### src/rtl/apb_mem_pkg.sv
// Shared types and default sizing for the APB-to-memory bridge.
//   state_e          : bridge FSM states
//   DefaultAw/Dw     : default address / data widths
//   DefaultMemDepth  : default number of valid memory words
package apb_mem_pkg;

    typedef enum logic [1:0] {
        StIdle,
        StStrobe,
        StRdCap,
        StDone
    } state_e;

    localparam int unsigned DefaultAw       = 8;
    localparam int unsigned DefaultDw       = 8;
    localparam int unsigned DefaultMemDepth = 256;

endpackage

### src/rtl/apb_mem_bridge.sv
// APB completer driving a single-port synchronous memory with one-cycle strobes.
// Writes complete with one wait state, reads with two (registered memory read),
// out-of-range addresses complete immediately with pslverr and no memory access.
//   clk, rst_n          : clock, asynchronous active-low reset
//   psel .. pwdata      : APB request inputs
//   prdata/pready/pslverr : APB response outputs (registered)
//   mem_addr .. mem_wr_data : memory request outputs (registered)
//   mem_rd_data         : memory read data, valid the cycle after a read strobe
module apb_mem_bridge
    import apb_mem_pkg::*;
#(
    parameter int unsigned MEM_DEPTH = DefaultMemDepth,
    parameter int unsigned AW        = DefaultAw,
    parameter int unsigned DW        = DefaultDw
) (
    input  logic          clk,
    input  logic          rst_n,
    input  logic          psel,
    input  logic          penable,
    input  logic          pwrite,
    input  logic [AW-1:0] paddr,
    input  logic [DW-1:0] pwdata,
    output logic [DW-1:0] prdata,
    output logic          pready,
    output logic          pslverr,
    output logic [AW-1:0] mem_addr,
    output logic          mem_ce,
    output logic          mem_wren,
    output logic          mem_rden,
    output logic [DW-1:0] mem_wr_data,
    input  logic [DW-1:0] mem_rd_data
);

    // One extra bit so MEM_DEPTH == 2**AW is representable and never flags an error.
    localparam logic [AW:0] DepthLim = (AW+1)'(MEM_DEPTH);

    state_e state;
    logic   in_range;

    assign in_range = ({1'b0, paddr} < DepthLim);

    always_ff @(posedge clk or negedge rst_n) begin
        if (!rst_n) begin
            state       <= StIdle;
            prdata      <= '0;
            pready      <= 1'b0;
            pslverr     <= 1'b0;
            mem_addr    <= '0;
            mem_ce      <= 1'b0;
            mem_wren    <= 1'b0;
            mem_rden    <= 1'b0;
            mem_wr_data <= '0;
        end else begin
            case (state)
                StIdle: begin
                    // Only a setup phase starts a transfer; a stray penable is ignored.
                    if (psel && !penable) begin
                        mem_addr    <= paddr;
                        mem_wr_data <= pwdata;
                        if (in_range) begin
                            state    <= StStrobe;
                            mem_ce   <= 1'b1;
                            mem_wren <= pwrite;
                            mem_rden <= !pwrite;
                        end else begin
                            state   <= StDone;
                            pready  <= 1'b1;
                            pslverr <= 1'b1;
                        end
                    end
                end
                StStrobe: begin
                    mem_ce   <= 1'b0;
                    mem_wren <= 1'b0;
                    mem_rden <= 1'b0;
                    // mem_wren still holds the direction of the strobe being issued.
                    if (!psel) begin
                        state <= StIdle;
                    end else if (mem_wren) begin
                        state  <= StDone;
                        pready <= 1'b1;
                    end else begin
                        state <= StRdCap;
                    end
                end
                StRdCap: begin
                    if (!psel) begin
                        state <= StIdle;
                    end else begin
                        prdata <= mem_rd_data;
                        pready <= 1'b1;
                        state  <= StDone;
                    end
                end
                StDone: begin
                    pready  <= 1'b0;
                    pslverr <= 1'b0;
                    state   <= StIdle;
                end
                default: begin
                    state <= StIdle;
                end
            endcase
        end
    end

endmodule

### config.mk
export PLATFORM = sky130hd
export DESIGN_NAME = apb_mem_bridge
export DESIGN_NICKNAME = d
export VERILOG_FILES = /design/src/rtl/apb_mem_pkg.sv /design/src/rtl/apb_mem_bridge.sv
export SDC_FILE = /design/constraint.sdc
export NUM_CORES = 1
export LEC_CHECK = 0
export CORE_AREA = 2 2 62 64
export DETAILED_ROUTE_END_ITERATION = 8
export DIE_AREA = 0 0 64 66
export PLACE_DENSITY = 0.76
export REMOVE_ABC_BUFFERS = 1
export SYNTH_ARGS = -nofsm -noshare
export SYNTH_HDL_FRONTEND = slang
export SYNTH_SLANG_ARGS = --single-unit
### constraint.sdc
create_clock -name clk -period 2.6 [get_ports clk]
set_input_delay 0.65 -clock clk [delete_from_list [all_inputs] [get_ports clk]]
set_output_delay 0.65 -clock clk [all_outputs]
set_load 0.02 [all_outputs]
Yosys cells after proc, flatten, opt, wreduce, memory -nomap -nowiden
Index checks and enable logic that the tools add are counted. W data, S select, Z words.

Bits in registers: 30. Bits of input ports: 29. Output and inout bits: 29. Logic and storage cells: 40.

Equal/unequal tests: 7. Multiplexer cells: 15. Bitwise gates (word level): 1. Reduce and logical (&&, ||, !) cells: 9.

Operator list (count): $ne A2 B2 Y1 const B (4); $pmux W2 S4 (1); $mux W1 (7); $mux W2 (3); $pmux W1 S2 (3); $reduce_and A2 Y1 (3); $eq A2 B2 Y1 const B (2); $reduce_and A4 Y1 (1); $pmux W1 S3 (1); $eq A2 B1 Y1 const B (1); $logic_not A1 Y1 (2); $logic_not A2 Y1 (1); $reduce_bool A2 Y1 (1); $logic_and A1 B1 Y1 (1); $not A1 Y1 (1).

Longest topological paths before layout
Word-level depth: 4. Depth in mapped cells: 4. Gate-level depth less buffers: 3.

Least setup slack after synthesis
Ideal clock, no wire load.

Path kind: input to register. Start: input port penable. End: register mem_addr[0]. Setup time: 0.125 ns. Data arrival time: 1.601 ns. Required time: 2.475 ns. Slack: 0.874 ns. Cell stages on the path: 4. Buffers on the path: 1. Path through: nand2b_2 nor3_4 buf_6 mux2_2.

Longest elaborated chain between the ends: 3.

RTL lines: start: declaration (RTL line apb_mem_bridge.sv:19) `input logic penable,`; $logic_not A1 Y1 (RTL line apb_mem_bridge.sv:57) `if (psel && !penable) begin`; $logic_and A1 B1 Y1 (RTL line apb_mem_bridge.sv:57); $reduce_and A2 Y1 (no line); end signal: assignment (RTL line apb_mem_bridge.sv:58) `mem_addr <= paddr;`; end: declaration (RTL line apb_mem_bridge.sv:26) `output logic [AW-1:0] mem_addr,`.

Every way passes these cells. A chain may end at the register's enable or synchronous reset.

Final worst setup path
Start: register mem_wren. End: output port mem_wren.

RTL lines: start: declaration (RTL line apb_mem_bridge.sv:28) `output logic mem_wren,`; start signal: assignment (RTL line apb_mem_bridge.sv:63) `mem_wren <= pwrite;`.

No word-level cell between the ends.

==> metrics.csv <==
metric;value;unit
rsz0062_at_grt;false;
cp.depth;1;
setup_viol;0;
grt_max_degree;31;
die_h;66;um
worstPathCellList;clkdlybuf4s50_1;
post-place-ws;397.7;ps
detail-route-antenna-nets;0;
first_iter_violations;35;
critPathTopFamily;buffers and inverters;
crit_type;flip-flop to output pin;
slowest_delay;620;ps
cellLeakagePower;0.7731;nW
clock-sinks;30;
root_buffer;clkbuf_4;
fin_area;1864;um^2
start_kind;flip-flop;
r2r_cells;3;
vias;859;
arrival;1340;ps
start_util;0.3372;
power_density;952.3;nW/um^2
post_cts_buffers;0;
synthDistinctLibCells;20;
whs_path_depth;1;
wl_per_cell;12.40;um
finalWirelength;2381;um
insertion_delay;320;ps
synth-seq-cells;30;
cap_violations;0;
grt_overflow_total;0;
die-area;4224;um^2
cp.required;1950;ps
netlist_area;1197;um^2
yosysWarningCount;0;
fillerInstances;298;
total_power;0.001775;W
instances_no_fill;192;
crit_fanout;5;
clkTransAtPathRegs;90;ps
io_pins;58;
port_buffers;56;
drive_gt1_frac;0.2431;
vdd.ir_drop.worst;0.4976;mV
viasPerCell;4.474;
cts_tree;yes;
seq_area_frac_synth;0.6270;
grtUsageTotal;0.1286;
cts_resized;0;
hpwl;1792;um
dpl_cell_area;1804;um^2
crit_slowest_cell;clkdlybuf4s50_1;
drc;0;
setup_tns;0;ps
netlist_instances;82;
cts_buffers;5;
holdBufCountCts;0;
finalMaxSlewViolations;0;
hold_violations;0;
cts_max_level;2;
final_nets;172;
fmax;502.7;MHz
core_area;3551;um^2
core.rowCount;22;
grt_pass1_vias;847;
post-route-period-util;0.7652;
placed_cells;184;
status;finished clean;
first_pass_iters;3;
grt_pass1_wl;3912;um
synth.avg_cell_area;14.60;um^2
die_x;64;um
worstSetupEndpointType;output pin;
worst_slack;610.6;ps
worst_clock_skew;6.726;ps
hp-class;flip-flop to flip-flop;
area_growth;55.70;%
worst-path-buf-inv;1;
min_period;1989;ps
antenna_found_initial;0;
antenna_cells;0;
finalWeightedCongestion;0.7157;
clockBufferDepth;2;
multiInputGateArea;410.4;um^2
regArea;750.7;um^2
==> state kept, by name (all words and copies together), names as in the netlist <==
register,cells
mem_wren,1
mem_wr_data,8
mem_ce,1
mem_rden,1
mem_addr,8
state,2
pready,1
prdata,8
==> synth_stat cells <==
cell type / count / area [um^2]
dfrtp_1: 30 / 750.7
mux2_2: 24 / 270.3
a21oi_1: 3 / 15.01
o21ai_0: 3 / 15.01
a22oi_1: 2 / 15.01
buf_2: 2 / 10.01
inv_1: 2 / 7.510
nand2_1: 2 / 7.510
nor2_1: 2 / 7.510
o21a_1: 2 / 15.01
and2_1: 1 / 6.260
and3_1: 1 / 6.260
buf_4: 1 / 7.510
buf_6: 1 / 11.26
conb_1: 1 / 3.750
nand2b_2: 1 / 8.760
nand3b_1: 1 / 7.510
nor3_4: 1 / 16.27
nor3b_1: 1 / 7.510
xor2_1: 1 / 8.760
==> cells in the final DEF, fill, tap and decap left out, types with 2 or more instances in the layout <==
cell type,count
clkdlybuf4s50_1,56
mux2_2,24
o21a_1,2
clkbuf_4,5
a21oi_1,3
nor2_1,2
buf_4,2
a22oi_1,2
o21ai_0,3
nand2_1,2
dfrtp_1,30
inv_1,2
==> power breakdown <==
part	switching, W	leakage (nW)	internal [W]	total, W
Clock	0.000148	0.0353	0.000131	0.000279
Sequential	0.0000907	0.359	0.000628	0.000719
Combinational	0.000346	0.379	0.000432	0.000778
Total	0.000585	0.773	0.00119	0.00178
==> final timing paths <==
kind	start	endpoint	slack [ps]
max reg2reg	state[0]	mem_wr_data[6]	1180
min	mem_addr[3]	mem_addr[3]	510
min in group asynchronous	rst_n	mem_wr_data[2]	710
max	mem_wren	mem_wren	610
min reg2reg	mem_addr[3]	mem_addr[3]	510
max in group asynchronous	rst_n	pready	1600
==> per-stage QoR <==
stage               utilization  hold slack (ps)
finish                   0.5250            510.0
CTS                      0.5250            516.1
floorplan                     -            354.4
global route             0.5250            529.8
detailed placement       0.5081            491.5
global placement         0.5081            488.8
==> metal layers <==
metal  global-route usage  wire length (um)  vias to the layer above
met5                    0                 0                        -
met3              0.07836               244                        2
li1                     -                 -                      407
met2               0.1888              1100                       44
met1               0.1523              1024                      406
met4              0.04891                11                        0
==> area by class of cell <==
cell class	count	share of cell area
flip-flops and latches	30	0.4027
repair buffers	58	0.3087
multi-input cells	46	0.2201
well taps	48	0.03221
clock buffers	7	0.02953
inverters	2	0.004027
clock inverters	1	0.002685
==> cell families after synthesis <==
kind of cell    after synthesis  share of synthesized area
compound gates               10                    0.05014
xor+xnor                      1                   0.007316
buf+inv                       6                    0.03031
flops                        30                     0.6270
mux                          24                     0.2257
other cells                   1                   0.003132
simple gates                 10                    0.05645
Power figures use the tool's default switching activity.
